==> src/rtl/bin_to_xs3.sv <==
// bin_to_xs3: registered 4-bit binary to excess-3 converter with an accepted-sample counter.
// Define XS3_RANGE_CHECK_EN to flag accepted operands above 9; otherwise out_of_range is tied low.
module bin_to_xs3 #(
    parameter int COUNT_W = 8
) (
    input  logic               clk,
    input  logic               rst_n,
    input  logic               in_valid,
    input  logic [3:0]         a,
    output logic [4:0]         y,
    output logic               out_valid,
    output logic               out_of_range,
    output logic [COUNT_W-1:0] conv_count
);
    always_ff @(posedge clk or negedge rst_n) begin
        if (!rst_n) begin
            y          <= '0;
            out_valid  <= 1'b0;
            conv_count <= '0;
        end else begin
            out_valid <= in_valid;
            if (in_valid) begin
                y          <= {1'b0, a} + 5'd3;
                conv_count <= conv_count + 1'b1;
            end
        end
    end
`ifdef XS3_RANGE_CHECK_EN
    always_ff @(posedge clk or negedge rst_n) begin
        if (!rst_n) out_of_range <= 1'b0;
        else if (in_valid) out_of_range <= a > 4'd9;
    end
`else
    assign out_of_range = 1'b0;
`endif
endmodule

==> config.mk <==
export PLATFORM = sky130hd
export DESIGN_NAME = bin_to_xs3
export DESIGN_NICKNAME = d
export VERILOG_FILES = /design/src/rtl/bin_to_xs3.sv
export SDC_FILE = /design/constraint.sdc
export NUM_CORES = 1
export LEC_CHECK = 0
export CAP_MARGIN = 20
export CORE_AREA = 4 4 45 47
export CTS_CLUSTER_SIZE = 24
export DETAILED_ROUTE_END_ITERATION = 10
export DIE_AREA = 0 0 49 51
export PLACE_DENSITY = 0.79
export SETUP_SLACK_MARGIN = 0.3
export SLEW_MARGIN = 5
export SYNTH_ARGS = -nofsm -noshare
export SYNTH_HDL_FRONTEND = slang
export SYNTH_SLANG_ARGS = --single-unit
export TNS_END_PERCENT = 20
==> constraint.sdc <==
create_clock -name clk -period 1.6 [get_ports clk]
set_clock_uncertainty 0.2 [all_clocks]
set_input_delay 0.32 -clock clk [delete_from_list [all_inputs] [get_ports clk]]
set_output_delay 0.32 -clock clk [all_outputs]
set_load 0.01 [all_outputs]
==> results_dict.tcl, run 1 <==
set metrics [dict create \
    htree_levels 1 \
    grt_pass1_vias 524 \
    p_comb_frac 0.455 \
    cp_data_required_time_ps 1570 \
    path_class "register to register" \
    leakage_nw 0.4857 \
    power_switching_mw 0.4631 \
    start_util 0.3727 \
    grt_pass1_wl_um 2139 \
    vias_per_cell 4.654 \
    cts_tree "built" \
    ys_seq_elements 14 \
    holdCritPathClass "input pin to asynchronous set/reset pin" \
    yosysWarnings 0 \
    swShare 0.3277 \
    netlist_area_um2 615.6 \
    finalSetupViolCount 0 \
    fin_crit_sh 0.8490 \
    tns_ps 0 \
    antenna_found_initial 0 \
    finalNetCount 100 \
    seq_area_frac_synth 0.5691 \
    internal_power_mw 0.9503 \
    fmax_ghz 0.7362 \
    place.gp.congestion 0.7354 \
    crit_chain "buf_6 -> ha_4 -> mux2_2" \
    die_x_um 49 \
    drc_errors 0 \
    r2r_slack_ps 240 \
    cts_hold_buf 0 \
    rsz0062_at_grt "yes" \
    worstPathMaxFanout 3 \
    finalHoldViolations 0 \
    drv_cap 0 \
    diodes 0 \
    p_seq_frac 0.365 \
    drt.antenna.violating_nets 0 \
    die_y_um 51 \
    gr-total-overflow 0 \
    slowest_delay_ps 430 \
    syn_area_per_cell_um2 12.31 \
    cts_sinks 14 \
    power.share.clock 0.180 \
    clk_pin_slew_ps 90 \
    dr.pass1.iters 4 \
    final_cell_mix "17 x buf_4, 13 x dfrtp_1, 12 x buf_2, 5 x xnor2_1" \
    syn_to_final_growth_pct 54.67 \
    clock_latency_ps 270 \
    final_core_utilization 0.5765 \
    end_kind "register" \
    io_buffers 20 \
    cp.arrival_ps 1330 \
    fin_cells 107 \
    cts-root-buf "clkbuf_4" \
    wl_per_cell_um 12.32 \
    synth_cell_types 18 \
    die_area_mm2 0.002499 \
    numCtsBuffers 3 \
    place_inst 93 \
    status "complete, no violations" \
    r2r-start "conv_count[0]" \
    ioPinCount 22 \
    whs_ps 155.8 \
    power_density_mw_per_mm2 1484 \
    r2r_cells 3 \
    clock_path_buffers 2 \
    coreArea_mm2 0.001652 \
    startpoint_type "register" \
    drive_gt1_frac 0.4889 \
    grt_start_max_net_pins 15 \
    vias 498 \
    rows 15 \
    track_usage 0.1092 \
    hpwlAfterDp_um 894.7 \
    syn_nets 59 \
    final_common_cell "buf_4" \
    peakVddDrop_mv 0.9856 \
    drtIter0Drc 5 \
    crit_slowest_cell "dfrtp_2" \
    syn_inst 50 \
    maxSlewViolCount 0 \
    drt-total-wl_um 1318 \
    reg2reg_to "conv_count[1]" \
    period_needed_ps 1358 \
]
-- what timing repair did --
item / in CTS / in global routing
setup buffers: 9 / 1
pin swaps: 1 / 0
resized for setup: 61 / 3
gates cloned: 0 / 0
setup endpoints to repair: 21 / 19
-- worst max-delay path by stage --
stage	start	to	slack, ps	cells after the start
2_1_floorplan	conv_count[0]	conv_count[1]	310	2
3_3_place_gp	a[0]	y[2]	-130	5
3_5_place_dp	a[0]	y[2]	-170	5
4_1_cts	conv_count[0]	conv_count[1]	220	3
5_1_grt	conv_count[0]	conv_count[0]	210	1
6_report	conv_count[0]	conv_count[1]	240	3
-- metrics by stage --
stage / area (um^2) / worst slack, ps / total power, mW
after floorplan: 616.8 / 312.5 / 0.7757
after CTS: 919.6 / 220.5 / 1.356
after global placement: 883.3 / -134.5 / 1.082
after detailed placement: 883.3 / -167.2 / 1.099
final: 952.2 / 241.6 / 1.413
after global routing: 952.2 / 212.4 / 1.526
-- registers in the layout (all words and copies together) (netlist names) --
register,count
conv_count,8
out_valid,1
y,5
-- cells by family (layout without fill, tap and decap cells) --
kind of cell               after synthesis  after routing  share of synthesized area
DFF                                     14             14                     0.5691
and+or+nand+nor                         11             11                     0.1118
xor gates and xnor gates                 9              9                     0.1280
buffers and inverters                    6             46                    0.04877
muxes                                    4              4                    0.07113
AOI/OAI and AO/OA                        3              3                    0.02438
adders and majority gates                2              2                    0.04064
other                                    1              1                   0.006092
-- worst max-delay path, delay by kind of cell, from the launching register on --
kind                     cells  cell delay, ps
buffers and inverters        1             140
multiplexers                 1             260
flip-flops                   1             430
adder cells (fa/ha/maj)      1             220
-- area by class of cell --
cell class	count	area [um^2]
well taps	17	21.27
multi-input cells	30	250.2
flip-flops and latches	14	351.6
clock buffers	4	36.28
fillers	148	699.4
repair buffers	38	277.8
inverters	4	15.01
-- power groups by stage --
stage          sequential, mW  clock [mW]  combinational, mW
6_report                0.515       0.255              0.643
5_1_grt                 0.526       0.284              0.716
4_1_cts                 0.510       0.262              0.585
3_5_place_dp            0.562           0              0.537
3_3_place_gp            0.553           0              0.529
2_1_floorplan           0.616           0              0.159
-- Yosys cell counts --
cell type  number  area (um^2)
nand2_1         3        11.26
xor2_1          4        35.03
nand4_1         2        12.51
a21oi_1         1        5.000
mux2i_1         1        10.01
o21ai_0         2        10.01
nor2_1          2        7.510
nor3_2          1        10.01
xnor2_1         5        43.79
and3_1          1        6.260
nand4b_1        1        8.760
buf_4           2        15.01
conb_1          1        3.750
ha_1            2        25.02
nand4_2         1        12.51
dfrtp_1        14        350.3
inv_1           4        15.01
mux2_2          3        33.78
-- layer usage --
layer,track usage,routed length (um),share of wire
met5,0,0,0
met4,0.04036,16,0.012
met3,0.05248,119,0.090
met2,0.1870,605,0.46
met1,0.1158,576,0.44
(Power assumes the default switching activity.)
==> inputs of run 2 (changes only) <==
Settings changed: CORE_AREA 4 4 45 47 to 4 4 46 48, DIE_AREA 0 0 49 51 to 0 0 50 52.
Clock period 1.6 ns to 1.2 ns, I/O delays scaled along.
==> results_dict.tcl, run 2 (same netlist as run 1, synthesis figures left out) <==
set metrics [dict create \
    die_y_um 52 \
    grt_pass1_wl_um 2214 \
    dr.pass1.iters 4 \
    track_usage 0.1137 \
    place_inst 108 \
    fin_cells 118 \
    final_core_utilization 0.6037 \
    die_area_mm2 0.002600 \
    drt-total-wl_um 1313 \
    fin_crit_sh 1.101 \
    io_buffers 20 \
    violations "setup timing" \
    tns_ps -1023 \
    pre_cts_ws_ps -509.5 \
    cp-startpoint "conv_count[1]" \
    rows 15 \
    r2r_slack_ps -120 \
    power_density_mw_per_mm2 2047 \
    reg_top3 "conv_count x8, y x5, out_valid x1" \
    place.gp.congestion 0.7391 \
    cts-root-buf "clkbuf_4" \
    top_register "conv_count" \
    cp.arrival_ps 1290 \
    largest_register_ffs 8 \
    maxSlewViolCount 0 \
    drtIter0Drc 2 \
    die_x_um 50 \
    path_class "register to register" \
    rsz0062_at_grt "yes" \
    clk_pin_slew_ps 80 \
    setup_slack_ps -120.8 \
    peakVddDrop_mv 1.106 \
    hpwlAfterDp_um 971.5 \
    finalSetupViolCount 21 \
    finalNetCount 103 \
    place_area_um2 960.9 \
    drv_cap 0 \
    wl_per_cell_um 11.13 \
    clock_latency_ps 280 \
    antenna_found_initial 0 \
    drc_errors 0 \
    period_needed_ps 1321 \
    worstPathMaxFanout 3 \
    syn_to_final_growth_pct 67.48 \
    r2r-start "conv_count[1]" \
    ioPinCount 22 \
    drive_gt1_frac 0.5484 \
    grt_start_max_net_pins 15 \
    cts_hold_buf 0 \
    cp-endpoint "conv_count[1]" \
    design_area_mm2 0.001031 \
    drt.antenna.violating_nets 0 \
    numCtsBuffers 3 \
    vias_per_cell 4.339 \
    clock_path_buffers 2 \
    status "complete, but fails checks" \
    grt_pass1_vias 540 \
    coreArea_mm2 0.001708 \
    final_cell_mix "15 x buf_4, 13 x dfrtp_1, 12 x buf_2, 7 x buf_6, 5 x xnor2_1" \
    reg2reg_to "conv_count[1]" \
    r2r_cells 3 \
    cp_data_required_time_ps 1170 \
    fmax_ghz 0.7571 \
    start_util 0.3604 \
    startpoint_type "register" \
    end_kind "register" \
    leakage_nw 0.5136 \
    vias 512 \
    diodes 0 \
    cts_tree "built" \
    finalHoldViolations 0 \
    final_common_cell "buf_4" \
    cts_sinks 14 \
    htree_levels 1 \
    gr-total-overflow 0 \
    holdCritPathClass "input pin to asynchronous set/reset pin" \
]
run 2: repair_timing:
item / 4_1_cts / 5_1_grt
resized for setup: 70 / 7
pin swaps: 8 / 3
buffers inserted: 5 / 1
endpoints found under the hold margin: 0 / 0
endpoints found under the setup margin: 27 / 27
run 2: per-stage QoR:
step | hold slack [ps] | power, mW
6_report | 77.28 | 2.110
5_1_grt | 66.44 | 2.274
4_1_cts | 75.27 | 2.000
3_5_place_dp | 306.9 | 1.623
3_3_place_gp | 302.3 | 1.594
2_1_floorplan | -255.6 | 1.038
run 2: how the worst min path moves through the flow:
stage	to	cells after the start	slack, ps	start
2_1_floorplan	conv_count[0]	0	-260	rst_n
3_3_place_gp	y[2]	1	300	y[2]
3_5_place_dp	y[2]	1	310	y[2]
4_1_cts	y[3]	2	80	rst_n
5_1_grt	y[4]	2	70	rst_n
6_report	y[1]	2	80	rst_n
run 2: metal layers:
layer | wire (um) | global-route usage
met5 | 0 | 0
met4 | 20 | 0.04147
met3 | 85 | 0.03438
met2 | 696 | 0.2239
met1 | 510 | 0.1091
run 2: cell type report:
type                            instances  area, um^2
Timing Repair Buffer                   41       326.6
Sequential cell                        14       351.6
Clock buffer                            4       36.28
Multi-Input combinational cell         30       270.3
Inverter                                4       15.01
Fill cell                             145       676.9
Tap cell                               25       31.28
run 2: critical path, cell delays in order (launching register included):
cell and delay, ps:
dfrtp_1 420, buf_6 140, ha_4 200, mux2_4 250
run 2: power by group:
part,leakage [nW],switching (mW),total (mW),internal [mW]
Combinational,0.323,0.442,1.08,0.633
Clock,0.0210,0.154,0.338,0.185
Sequential,0.170,0.0844,0.697,0.612
Total,0.514,0.680,2.11,1.43
==> inputs of run 3 (changes only) <==
Settings changed: HOLD_SLACK_MARGIN set to 0.06.
==> results of run 3 <==
Final layout, timing and power as in run 2 (identical DEF).
